$ cat src/rtl/fxp_div_pkg.sv
// Shared types and constants for the iterative fixed-point divider.
package fxp_div_pkg;

  typedef enum logic [1:0] {
    IDLE = 2'd0,
    DIV  = 2'd1,
    FIX  = 2'd2,
    HOLD = 2'd3
  } state_t;

  localparam logic ROUND_TRUNC   = 1'b0;
  localparam logic ROUND_NEAREST = 1'b1;

endpackage

$ cat src/rtl/fxp_div_step.sv
// One restoring-division step: shift in a dividend bit, trial-subtract, keep or restore.
module fxp_div_step
  import fxp_div_pkg::*;
#(
  parameter int unsigned DEN_WIDTH = 9
) (
  input  logic [DEN_WIDTH-1:0] rem,
  input  logic                 in_bit,
  input  logic [DEN_WIDTH-1:0] divisor,
  output logic [DEN_WIDTH-1:0] rem_next_c,
  output logic                 q_bit_c
);

  logic [DEN_WIDTH:0]   shifted;
  logic [DEN_WIDTH-1:0] trial;

  assign shifted = {rem, in_bit};
  assign q_bit_c = (shifted >= {1'b0, divisor});
  // When the subtract succeeds the result is below the divisor, so DEN_WIDTH bits suffice.
  assign trial      = shifted[DEN_WIDTH-1:0] - divisor;
  assign rem_next_c = q_bit_c ? trial : shifted[DEN_WIDTH-1:0];

endmodule

$ cat src/rtl/fxp_divider_iter.sv
// Iterative signed fixed-point divider: magnitude restoring division plus guard-bit rounding and saturation.
module fxp_divider_iter
  import fxp_div_pkg::*;
#(
  parameter int unsigned NUM_WIDTH = 17,
  parameter int unsigned DEN_WIDTH = 9,
  parameter int unsigned OUT_WIDTH = 17,
  parameter int unsigned DEN_FRAC  = 0,
  parameter int unsigned TAG_WIDTH = 4
) (
  input  logic                        clk,
  input  logic                        reset,
  input  logic                        in_valid,
  output logic                        in_ready,
  input  logic signed [NUM_WIDTH-1:0] numerator,
  input  logic signed [DEN_WIDTH-1:0] denominator,
  input  logic                        round_mode,
  input  logic        [TAG_WIDTH-1:0] in_tag,
  output logic                        out_valid,
  input  logic                        out_ready,
  output logic signed [OUT_WIDTH-1:0] quotient,
  output logic                        div_zero,
  output logic                        overflow,
  output logic        [TAG_WIDTH-1:0] out_tag
);

  localparam int unsigned ITER  = NUM_WIDTH + DEN_FRAC + 1;
  localparam int unsigned CNT_W = $clog2(ITER + 1);
  localparam int unsigned CW    = ((ITER > OUT_WIDTH) ? ITER : OUT_WIDTH) + 1;

  localparam logic [CW-1:0] LIM_NEG = CW'(1) << (OUT_WIDTH - 1);
  localparam logic [CW-1:0] LIM_POS = LIM_NEG - CW'(1);
  localparam logic signed [OUT_WIDTH-1:0] Q_MAX = {1'b0, {(OUT_WIDTH-1){1'b1}}};
  localparam logic signed [OUT_WIDTH-1:0] Q_MIN = {1'b1, {(OUT_WIDTH-1){1'b0}}};

  state_t state, state_next;
  logic   out_valid_d, in_ready_d;
  logic   accept;

  logic [ITER-1:0]      dq;
  logic [DEN_WIDTH-1:0] rem, den_mag, rem_next_c;
  logic                 q_bit_c;
  logic [CNT_W-1:0]     cnt;
  logic                 neg_q, num_neg_q, dz_q, round_q;
  logic [TAG_WIDTH-1:0] tag_q;

  logic [NUM_WIDTH-1:0]         num_mag_c;
  logic [DEN_WIDTH-1:0]         den_mag_c;
  logic [CW-1:0]                mag_c;
  logic signed [OUT_WIDTH-1:0]  q_fix_c;
  logic                         dz_fix_c, ov_fix_c;

  assign accept    = in_valid && in_ready;
  assign num_mag_c = numerator[NUM_WIDTH-1] ? NUM_WIDTH'(-numerator) : NUM_WIDTH'(numerator);
  assign den_mag_c = denominator[DEN_WIDTH-1] ? DEN_WIDTH'(-denominator) : DEN_WIDTH'(denominator);

  fxp_div_step #(
    .DEN_WIDTH (DEN_WIDTH)
  ) u_step (
    .rem        (rem),
    .in_bit     (dq[ITER-1]),
    .divisor    (den_mag),
    .rem_next_c (rem_next_c),
    .q_bit_c    (q_bit_c)
  );

  // State register
  always_ff @(posedge clk or posedge reset) begin
    if (reset) begin
      state     <= IDLE;
      in_ready  <= 1'b1;
      out_valid <= 1'b0;
    end else begin
      state     <= state_next;
      in_ready  <= in_ready_d;
      out_valid <= out_valid_d;
    end
  end

  // Next-state logic; out_valid rises on the cycle after HOLD is entered
  always_comb begin
    state_next  = state;
    out_valid_d = 1'b0;
    case (state)
      IDLE: begin
        if (accept) state_next = (denominator == '0) ? FIX : DIV;
      end
      DIV: begin
        if (cnt == CNT_W'(ITER - 1)) state_next = FIX;
      end
      FIX: begin
        state_next = HOLD;
      end
      HOLD: begin
        out_valid_d = 1'b1;
        if (out_valid && out_ready) begin
          state_next  = IDLE;
          out_valid_d = 1'b0;
        end
      end
      default: state_next = IDLE;
    endcase
    in_ready_d = (state_next == IDLE);
  end

  // Quotient LSB is the guard (half) bit; rounding adds it back into the magnitude
  always_comb begin
    mag_c    = CW'(dq[ITER-1:1]) + CW'(round_q & dq[0]);
    q_fix_c  = '0;
    dz_fix_c = 1'b0;
    ov_fix_c = 1'b0;
    if (dz_q) begin
      q_fix_c  = num_neg_q ? Q_MIN : Q_MAX;
      dz_fix_c = 1'b1;
    end else if (neg_q) begin
      if (mag_c > LIM_NEG) begin
        q_fix_c  = Q_MIN;
        ov_fix_c = 1'b1;
      end else begin
        q_fix_c = $signed(OUT_WIDTH'(CW'(0) - mag_c));
      end
    end else if (mag_c > LIM_POS) begin
      q_fix_c  = Q_MAX;
      ov_fix_c = 1'b1;
    end else begin
      q_fix_c = $signed(OUT_WIDTH'(mag_c));
    end
  end

  // Operand capture, iteration and result registers
  always_ff @(posedge clk or posedge reset) begin
    if (reset) begin
      dq        <= '0;
      rem       <= '0;
      den_mag   <= '0;
      cnt       <= '0;
      neg_q     <= 1'b0;
      num_neg_q <= 1'b0;
      dz_q      <= 1'b0;
      round_q   <= ROUND_TRUNC;
      tag_q     <= '0;
      quotient  <= '0;
      div_zero  <= 1'b0;
      overflow  <= 1'b0;
      out_tag   <= '0;
    end else begin
      if (accept) begin
        dq        <= {num_mag_c, {(DEN_FRAC+1){1'b0}}};
        rem       <= '0;
        den_mag   <= den_mag_c;
        cnt       <= '0;
        neg_q     <= numerator[NUM_WIDTH-1] ^ denominator[DEN_WIDTH-1];
        num_neg_q <= numerator[NUM_WIDTH-1];
        dz_q      <= (denominator == '0);
        round_q   <= round_mode;
        tag_q     <= in_tag;
      end
      if (state == DIV) begin
        dq  <= {dq[ITER-2:0], q_bit_c};
        rem <= rem_next_c;
        cnt <= cnt + CNT_W'(1);
      end
      if (state == FIX) begin
        quotient <= q_fix_c;
        div_zero <= dz_fix_c;
        overflow <= ov_fix_c;
        out_tag  <= tag_q;
      end
      if (state == HOLD && out_valid && out_ready) begin
        div_zero <= 1'b0;
        overflow <= 1'b0;
      end
    end
  end

endmodule

$ cat config.mk
export PLATFORM = sky130hd
export DESIGN_NAME = fxp_divider_iter
export DESIGN_NICKNAME = d
export VERILOG_FILES = /design/src/rtl/fxp_div_pkg.sv /design/src/rtl/fxp_div_step.sv /design/src/rtl/fxp_divider_iter.sv
export SDC_FILE = /design/constraint.sdc
export NUM_CORES = 1
export LEC_CHECK = 0
export BUFFER_PORTS_ARGS = -buffer_cell sky130_fd_sc_hd__buf_2
export CORE_ASPECT_RATIO = 0.8
export CORE_MARGIN = 4
export CORE_UTILIZATION = 40
export DETAILED_ROUTE_END_ITERATION = 7
export PLACE_DENSITY = 0.65
export SETUP_SLACK_MARGIN = 0.15
export SYNTH_ARGS = -nofsm -noshare
export SYNTH_HDL_FRONTEND = slang
export SYNTH_SLANG_ARGS = --single-unit
$ cat constraint.sdc
create_clock -name clk -period 3.8 [get_ports clk]
set_input_delay 0.19 -clock clk [delete_from_list [all_inputs] [get_ports clk]]
set_output_delay 0.19 -clock clk [all_outputs]
set_load 0.02 [all_outputs]
==> results of run 1 <==
==> layer usage <==
| layer | global-route usage (%) | part of all wire [%] |
|---|---|---|
| met1 | 24.6 | 47 |
| met2 | 30.7 | 47 |
| met3 | 3.90 | 4.0 |
| met4 | 5.10 | 1.5 |
| met5 | 0 | 0 |
==> critical path: stages, from the launching register on <==
cell and delay (ps):
dfrtp_1 360, and2_1 150, ha_1 140, ha_1 440, and4_1 360, nor2_1 70
a211oi_1 440, nor2b_1 470, nand4_1 190, mux2i_1 160, a211oi_1 280, o31ai_1 100
==> state kept, by name, indices dropped and copies added (netlist names) <==
signal     cells
neg_q          1
tag_q          4
rem            9
cnt            5
quotient      17
in_ready       1
out_tag        4
den_mag        9
state          2
round_q        1
div_zero       1
overflow       1
dq            18
out_valid      1
dz_q           1
num_neg_q      1
==> power breakdown <==
| group | switching, mW | internal [mW] | total [mW] | leakage, nW |
|---|---|---|---|---|
| registers | 0.400 | 1.17 | 1.57 | 0.934 |
| clock network | 0.376 | 0.519 | 0.895 | 0.148 |
| logic | 1.62 | 1.01 | 2.63 | 1.49 |
| total | 2.39 | 2.70 | 5.09 | 2.58 |
==> final timing paths <==
path / end / startpoint / slack, ps / cells after the start
hold reg to reg: out_tag[1] / tag_q[1] / 470 / 2
setup / recovery: quotient[14] / dq[0] / 510 / 11
hold / removal: tag_q[0] / in_tag[0] / 30 / 3
setup reg to reg: quotient[14] / dq[0] / 510 / 11
max in group asynchronous: dq[5] / reset / 2250 / 4
min in group asynchronous: tag_q[3] / reset / 470 / 3
==> stage by stage <==
stage | utilization (%) | hold WS (ps) | setup slack, ps
floorplan | - | 295 | 933
global placement | 43.9 | 301 | 623
detailed placement | 43.9 | 311 | 553
CTS | 46.4 | 32.6 | 553
global route | 46.4 | 46.3 | 232
finish | 46.4 | 34.2 | 507
==> timing repair <==
action / 4_1_cts / 5_1_grt
endpoints found under the hold margin: 27 / 0
hold buffers: 1 / 0
resized for setup: 0 / 0
==> final cells by class <==
class	instances	area, um2
Clock buffer	9	225
Inverter	27	101
Sequential cell	76	1900
Multi-Input combinational cell	517	3080
Tap cell	175	219
Timing Repair Buffer	67	358
Fill cell	1334	6900
Clock inverter	7	83.8
==> cells by family (layout without fill, tap and decap cells) <==
group	after synthesis	count (layout)	share of synthesized area, %
XOR/XNOR	41	41	6.82
AND/OR/NAND/NOR	268	268	24.1
multiplexers	8	8	1.54
AO/OA/AOI/OAI	181	181	21.4
flip-flops	76	76	36.1
buffers and inverters	66	110	5.39
adder cells (fa/ha/maj)	19	19	4.65
==> placed cells by master, fill, tap and decap left out, types with 7 or more instances in the layout <==
| master | instances |
|---|---|
| xnor2_1 | 17 |
| dfrtp_1 | 75 |
| inv_1 | 25 |
| a211oi_1 | 11 |
| clkbuf_16 | 9 |
| nor2b_1 | 13 |
| nor4_1 | 13 |
| nand3_1 | 12 |
| o21ai_0 | 75 |
| mux2i_1 | 7 |
| a21oi_1 | 37 |
| buf_4 | 7 |
| nor2_1 | 54 |
| o31ai_1 | 11 |
| ha_1 | 18 |
| buf_2 | 59 |
| xor2_1 | 24 |
| nand2_1 | 115 |
| nand4_1 | 12 |
| nor3_1 | 14 |
==> summary.txt, run 1 <==
Job
  – Max-cap violations: 0

Die
  – Num ports: 60
  – Die width: 136 um
  – Core area: 12900 um2
  – Chip Height: 111 um
  – Die area: 15100 um2
  – Num rows: 37
  – Initial cell density of the core: 40.9%

Synth
  – Synth Cell Area: 5270 um2
  – Synth async-reset ratio: 100%
  – Main synth FF type: dfrtp_1
  – Cell taking the most area after synthesis: dfrtp_1
  – Count of different cell masters after synthesis: 63
  – Top-count cell post-synth: nand2_1
  – Number of synthesized flops with an enable pin: 0
  – Synth cell count leaders: nand2_1, dfrtp_1, o21ai_0
  – Yosys warns: 0
  – Synth Register Bits: 76
  – Syn_area_per_cell: 8.00 um2
  – Syn_nets: 713
  – Area share of the leading cell type in the synthesized netlist: 35.6%
  – Synth area leaders: dfrtp_1, nand2_1, o21ai_0
  – Register area share after synthesis: 36.1%
  – Mapped Cells: 659

Setup path
  – Critical Setup Path Class: flip-flop to flip-flop
  – WP data arrival: 3510 ps
  – Worst Path Max Fanout: 14
  – Crit path required time: 4010 ps
  – Worst setup EP type: flip-flop
  – Critical Path Source Type: flip-flop

STA
  – Worst rel slew slack: 31.3%
  – RSZ-0062 raised after global routing: false
  – Fin Clk Skew: 3.93 ps
  – Fmax: 304 MHz
  – Final setup viols: 0
  – Final Hold Vio Count: 0
  – Final Critical Period: 3290 ps
  – Ratio of final minimum period to clock period: 86.7%
  – TNS Setup: 0 ps
  – Max Slew Vio Count: 0
  – Least-Margin Pin Slew: 1030 ps

Clocking
  – CTS tree: yes
  – Clock root cell: clkbuf_16
  – Setup Fix Bufs, Post-CTS: 0
  – TritonCTS Buffers: 9
  – Clock slew at reported path FFs: 70 ps
  – Worst-skew pair later-pin latency: 340 ps
  – CTS H-tree lvls: 3
  – Clk sinks: 76
  – Clock buffer depth: 2

Global route
  – GRT Overall Usage: 18.6%
  – First-pass GRT wire length: 23200 um
  – Vias in the first global route: 4756
  – Initial antenna violation count: 0
  – Gr ovfl total: 0
  – Largest net degree at the start of global routing: 49

Routing
  – Vias per cell: 5.52
  – Antenna Nets Post-Route: 0
  – Iter 0 DRT Violations: 298
  – Total Wirelength: 13700 um
  – Initial DRT Pass Iterations: 5
  – DR vias: 4844
  – WL/cell: 15.6 um
  – Residual DRC count: 0

Cells and area
  – Layout cell share with drive strength beyond 1: 13.9%
  – Antenna cells: 0
  – Syn-to-layout area delta: 13.3%
  – Post-route insts no fill: 878
  – Final instance area: 5970 um2
  – Final nets: 752

Place
  – Placed insts: 861
  – Dpl hpwl: 10000 um
  – GP Congestion: 0.879
  – Dpl cell area: 5650 um2
  – Port Buffer Count: 59

Power and ir drop
  – PwrDens: 852 nW/um2
  – Leak pwr: 2.58 nW
  – Peak supply drop: 0.000412 V
  – Pwr Total: 5.09 mW

Run status
  – Status: finished, final reports clean

Hold path
  – Hold Crit Class: primary input to flip-flop
Note: power is estimated with default switching activity, not from simulation.
==> run 2: changes to the inputs <==
CTS_BUF_LIST = sky130_fd_sc_hd__clkbuf_2   (was default)
==> run 2 against run 1 <==
Power decreased by 7.4%. Setup slack got worse by 51 ps. Critical path type unchanged. Highest routed layer unchanged. Clock power shrank 45%. Register-to-register slack got worse by 50 ps. Non-clock buffer count up 22. First-iteration DRC count is 9.7% higher. Hold slack better by 14 ps.
==> summary.txt, run 2 (synthesized netlist as in run 1, its figures left out) <==
Place
  – Worst slack, placed: 553 ps (unchanged)
  – Placed insts: 861 (unchanged)
  – Dpl cell area: 5650 um2 (unchanged)
  – GP Congestion: 0.879 (unchanged)
  – Dpl hpwl: 10000 um (unchanged)
  – Port Buffer Count: 59 (unchanged)

Setup path
  – Max incr delay on CP: 490 ps (was 470 ps)
  – Worst Path Max Fanout: 14 (unchanged)
  – Critical path cell sequence: and2_1 > ha_1 > ha_1 > and4_1 > nor2_1 > a211oi_1 > nor2b_1 > nand4_1 > mux2i_1 > a211oi_1 > o31ai_1 (unchanged)
  – Slowest-stage cell, CP: nor2b_1 (unchanged)
  – Worst setup EP type: flip-flop (unchanged)
  – Crit path required time: 4260 ps (was 4010 ps)
  – WP data arrival: 3800 ps (was 3510 ps)
  – Critical Path Source Type: flip-flop (unchanged)
  – Critical Setup Path Class: flip-flop to flip-flop (unchanged)

Clocking
  – Clock slew at reported path FFs: 250 ps (was 70 ps)
  – CTS H-tree lvls: 3 (unchanged)
  – CTS tree: yes (unchanged)
  – Worst-skew pair later-pin latency: 570 ps (was 340 ps)
  – Clock buffer depth: 2 (unchanged)
  – TritonCTS Buffers: 9 (unchanged)
  – Clock root cell: clkbuf_2 (was clkbuf_16)
  – Post_cts resized: 0 (unchanged)
  – Clk sinks: 76 (unchanged)

Global route
  – First-pass GRT wire length: 23700 um (was 23200 um)
  – GRT Overall Usage: 19.0% (was 18.6%)
  – Vias in the first global route: 4866 (was 4756)
  – Gr ovfl total: 0 (unchanged)
  – Largest net degree at the start of global routing: 49 (unchanged)
  – Initial antenna violation count: 0 (unchanged)

Hold path
  – Hold Crit Class: primary input to flip-flop (unchanged)

Die
  – Die area: 15100 um2 (unchanged)
  – Initial cell density of the core: 40.9% (unchanged)
  – Num ports: 60 (unchanged)
  – Die width: 136 um (unchanged)
  – Core area: 12900 um2 (unchanged)
  – Chip Height: 111 um (unchanged)
  – Num rows: 37 (unchanged)

Power and ir drop
  – Leak pwr: 2.60 nW (was 2.58 nW)
  – Pwr Total: 4.71 mW (was 5.09 mW)
  – Peak supply drop: 0.000381 V (was 0.000412 V)
  – PwrDens: 784 nW/um2 (was 852 nW/um2)

Cells and area
  – Util after Layout: 46.7% (was 46.4%)
  – Syn-to-layout area delta: 14.1% (was 13.3%)
  – Final nets: 774 (was 752)
  – Most frequent cells in the layout: nand2_1, o21ai_0, dfrtp_1 (unchanged)
  – Largest register by flop count: dq (unchanged)
  – Antenna cells: 0 (unchanged)
  – Largest registers: dq (18), quotient (17) (unchanged)
  – Max reg flops: 18 (unchanged)
  – Final instance area: 6010 um2 (was 5970 um2)
  – Most common cell after layout, fill and taps aside: nand2_1 (unchanged)
  – Layout cell share with drive strength beyond 1: 13.5% (was 13.9%)
  – Post-route insts no fill: 900 (was 878)

Routing
  – Total Wirelength: 14000 um (was 13700 um)
  – WL/cell: 15.5 um (was 15.6 um)
  – Vias per cell: 5.46 (was 5.52)
  – Antenna Nets Post-Route: 0 (unchanged)
  – Residual DRC count: 0 (unchanged)
  – DR vias: 4911 (was 4844)
  – Iter 0 DRT Violations: 327 (was 298)
  – Initial DRT Pass Iterations: 5 (unchanged)

STA
  – Hold Worst Slack: 48.2 ps (was 34.2 ps)
  – Max Slew Vio Count: 0 (unchanged)
  – Worst rel slew slack: 30.5% (was 31.3%)
  – Fmax: 299 MHz (was 304 MHz)
  – Final setup viols: 0 (unchanged)
  – Ratio of final minimum period to clock period: 88.0% (was 86.7%)
  – Least-Margin Pin Slew: 1040 ps (was 1030 ps)
  – RSZ-0062 raised after global routing: false (unchanged)
  – Final Critical Period: 3340 ps (was 3290 ps)
  – Fin Clk Skew: 23.6 ps (was 3.93 ps)
  – Final Hold Vio Count: 0 (unchanged)
  – TNS Setup: 0 ps (unchanged)
  – Setup ws final: 456 ps (was 507 ps)

Job
  – Max-cap violations: 0 (unchanged)

Run status
  – Status: finished, final reports clean (unchanged)
[run 2: repair_timing]
item,in CTS,in global routing
hold buffers,23,0
setup buffers,0,0
endpoints found under the hold margin,49,0
[run 2: power breakdown]
group	total, mW	switching (mW)	internal (mW)
Combinational	2.66	1.63	1.03
Sequential	1.56	0.397	1.16
Clock	0.495	0.332	0.162
Total	4.71	2.36	2.35
[run 2: per-layer routing]
metal / GRT usage [%] / vias to the layer above / wire length, um
met3: 3.68 / 17 / 501
met5: 0 / - / 0
met4: 4.77 / 0 / 204
li1: - / 2456 / -
met1: 25.1 / 2353 / 6460
met2: 32.0 / 85 / 6790
[run 2: final cells by class]
type                       count  area [um2]
multi-input combinational    517        3080
timing repair buffer          89         578
inverter                      27         101
clock inverter                 7        83.8
tap                          175         219
clock buffer                   9        45.0
fill                        1330        6860
sequential                    76        1900
[run 2: worst paths after layout]
| kind | start | to | depth (start not counted) | slack [ps] |
|---|---|---|---|---|
| worst max register to register | dq[0] | quotient[14] | 11 | 460 |
| max in group asynchronous | reset | dq[5] | 4 | 2510 |
| worst max-delay path | dq[0] | quotient[14] | 11 | 460 |
| worst min register to register | cnt[4] | cnt[4] | 1 | 500 |
| worst min-delay path | numerator[8] | dq[9] | 5 | 50 |
| min in group asynchronous | reset | tag_q[3] | 3 | 190 |
[run 2: worst max-delay path: cells and delay by family (launching register included)]
kind / cells / cell delay [ps]
simple gates: 5 / 1270
compound gates: 3 / 810
fa+ha+maj: 2 / 570
flops: 1 / 430
mux: 1 / 160
==> run 3: changes to the inputs <==
CORE_UTILIZATION = 60   (was 40)
PLACE_DENSITY = default   (was 0.65)
PLACE_DENSITY_LB_ADDON = 0.08   (was default)
==> run 3 against run 2 <==
Register-to-register slack got worse by 20 ps. Count of clock-buffer cells in the layout stayed put. Maximum frequency shrank 0.47%. Via count grew 1.9%. Sequential power about the same. Routed wire length fell by 2.7%. Critical endpoint is now quotient[15]. Largest power group unchanged.
==> summary.txt, run 3 (synthesized netlist as in run 1, its figures left out) <==
Run status
  – Status: finished, final reports clean (unchanged)

STA
  – Fmax: 298 MHz (was 299 MHz)
  – Least-Margin Pin Slew: 1110 ps (was 1040 ps)
  – TNS Setup: 0 ps (unchanged)
  – Max Slew Vio Count: 0 (unchanged)
  – RSZ-0062 raised after global routing: false (unchanged)
  – Worst rel slew slack: 25.8% (was 30.5%)
  – Final Hold Vio Count: 0 (unchanged)
  – Final Critical Period: 3360 ps (was 3340 ps)
  – Final setup viols: 0 (unchanged)
  – Ratio of final minimum period to clock period: 88.4% (was 88.0%)
  – Fin Clk Skew: 35.4 ps (was 23.6 ps)

Cells and area
  – Final nets: 774 (unchanged)
  – Final instance area: 5930 um2 (was 6010 um2)
  – Most common cell after layout, fill and taps aside: nand2_1 (unchanged)
  – Largest registers: dq (18), quotient (17) (unchanged)
  – Largest register by flop count: dq (unchanged)
  – Syn-to-layout area delta: 12.5% (was 14.1%)
  – Most frequent cells in the layout: nand2_1, o21ai_0, dfrtp_1 (unchanged)
  – Layout cell share with drive strength beyond 1: 13.2% (was 13.5%)
  – Max reg flops: 18 (unchanged)
  – Antenna cells: 0 (unchanged)

Setup path
  – Worst setup EP type: flip-flop (unchanged)
  – Crit path required time: 4280 ps (was 4260 ps)
  – Critical Path Source Type: flip-flop (unchanged)
  – Critical path cell sequence: and2_1 > ha_1 > ha_1 > and4_1 > a21boi_1 > a2111oi_1 > nand2_1 > nor3_1 > xnor2_1 > a221oi_1 > nor2_1 (was and2_1 > ha_1 > ha_1 > and4_1 > nor2_1 > a211oi_1 > nor2b_1 > nand4_1 > mux2i_1 > a211oi_1 > o31ai_1)
  – Worst Path Max Fanout: 14 (unchanged)
  – Worst path top cell family by delay: simple AND/OR/NAND/NOR gates (unchanged)
  – Max incr delay on CP: 630 ps (was 490 ps)
  – Most Frequent Cell on Critical Path: ha_1
  – Reg2Reg Depth: 11 (unchanged)
  – Critical Setup Path Class: flip-flop to flip-flop (unchanged)
  – CP bufs+invs: 0 (unchanged)
  – Slowest-stage cell, CP: a2111oi_1 (was nor2b_1)
  – WP data arrival: 3840 ps (was 3800 ps)
  – Cell count along the critical path: 11 (unchanged)

Power and ir drop
  – Combinational power share: 56.3% (was 56.4%)
  – PwrDens: 795 nW/um2 (was 784 nW/um2)
  – Peak supply drop: 0.000538 V (was 0.000381 V)
  – Share of power burned in registers: 33.5% (was 33.1%)
  – Leak pwr: 2.59 nW (was 2.60 nW)
  – NetSw: 2.37 mW (was 2.36 mW)
  – Internal: 2.34 mW (was 2.35 mW)
  – Pwr Total: 4.71 mW (about the same)
  – Clk network pwr share: 10.2% (was 10.5%)
  – Switching share of power: 50.4% (was 50.1%)

Clocking
  – CTS tree: yes (unchanged)
  – Count of hold buffers inserted by post-cts repair: 24 (was 23)
  – Setup Fix Bufs, Post-CTS: 0 (unchanged)
  – Clock root cell: clkbuf_2 (unchanged)
  – CTS H-tree lvls: 3 (unchanged)
  – Post_cts resized: 0 (unchanged)
  – Clk sinks: 76 (unchanged)
  – TritonCTS Buffers: 9 (unchanged)
  – Clock slew at reported path FFs: 240 ps (was 250 ps)
  – Clock buffer depth: 2 (unchanged)
  – Worst-skew pair later-pin latency: 570 ps (about the same)

Global route
  – Largest net degree at the start of global routing: 52 (was 49)
  – Initial antenna violation count: 0 (unchanged)
  – Gr ovfl total: 0 (unchanged)
  – GRT Overall Usage: 27.2% (was 19.0%)
  – Vias in the first global route: 4610 (was 4866)
  – First-pass GRT wire length: 22800 um (was 23700 um)

Place
  – Dpl cell area: 5570 um2 (was 5650 um2)
  – GP Congestion: 0.892 (was 0.879)
  – Port Buffer Count: 59 (unchanged)
  – Dpl hpwl: 9540 um (was 10000 um)

Routing
  – Residual DRC count: 0 (unchanged)
  – Top sig layer: met4 (unchanged)
  – Initial DRT Pass Iterations: 5 (unchanged)
  – Vias per cell: 5.98 (was 5.46)
  – Iter 0 DRT Violations: 416 (was 327)
  – DR vias: 5005 (was 4911)
  – Routed met1 length: 6680 um (was 6460 um)
  – Antenna Nets Post-Route: 0 (unchanged)
  – Length of routed met3 wiring: 1060 um (was 501 um)
  – WL/cell: 16.2 um (was 15.5 um)
  – WL met2: 5650 um (was 6790 um)
  – Total Wirelength: 13600 um (was 14000 um)

Die
  – Num rows: 30 (was 37)
  – Die area: 10400 um2 (was 15100 um2)
  – Num ports: 60 (unchanged)
  – Die width: 113 um (was 136 um)
  – Core area: 8520 um2 (was 12900 um2)
  – Initial cell density of the core: 61.8% (was 40.9%)
  – Chip Height: 91.8 um (was 111 um)

Job
  – Max-cap violations: 0 (unchanged)

Hold path
  – Hold Crit Class: primary input to flip-flop (unchanged)
  – Worst Hold Path Cells: 4 (was 5)
## run 3: layout make-up
class                      count  area (um2)
clock inverter                 7        75.1
multi-input combinational    517        3080
inverter                      27         101
tap                          112         140
fill                         698        2590
sequential                    76        1900
timing repair buffer          89         581
clock buffer                   9        45.0
## run 3: through the flow
step,worst slack [ps],utilization [%],hold slack [ps],cells
finish,440,69.6,46.1,837
global route,231,69.6,36.3,837
CTS,491,69.6,12.7,837
detailed placement,541,65.3,271,797
global placement,619,65.3,270,797
floorplan,933,-,295,659
## run 3: final timing paths
kind / startpoint / slack [ps] / to
min in group asynchronous: reset / 180 / quotient[16]
setup reg to reg: dq[0] / 440 / quotient[15]
setup / recovery: dq[0] / 440 / quotient[15]
max in group asynchronous: reset / 2530 / dq[5]
hold reg to reg: round_q / 500 / round_q
hold / removal: denominator[8] / 50 / neg_q
## run 3: routing by layer
metal  track usage (%)  up-vias
met5                 0        -
met4              8.11        0
met1              42.1     2347
met2              38.1      195
li1                  -     2447
met3              5.28       16
## run 3: worst reg2reg max path: cells and delay by family, from the launching register on
family	cells	cell delay, ps
XOR/XNOR	1	90
adder cells (fa/ha/maj)	2	580
AND/OR/NAND/NOR	5	1150
AO/OA/AOI/OAI	3	1050
flip-flops	1	410
## run 3: power by group through the flow
stage	registers (mW)	clock network [mW]	logic [mW]
final	1.58	0.480	2.65
after global routing	1.64	0.530	2.96
after CTS	1.56	0.488	2.61
after detailed placement	1.58	0	2.57
after global placement	1.57	0	2.52
after floorplan	1.52	0	1.98
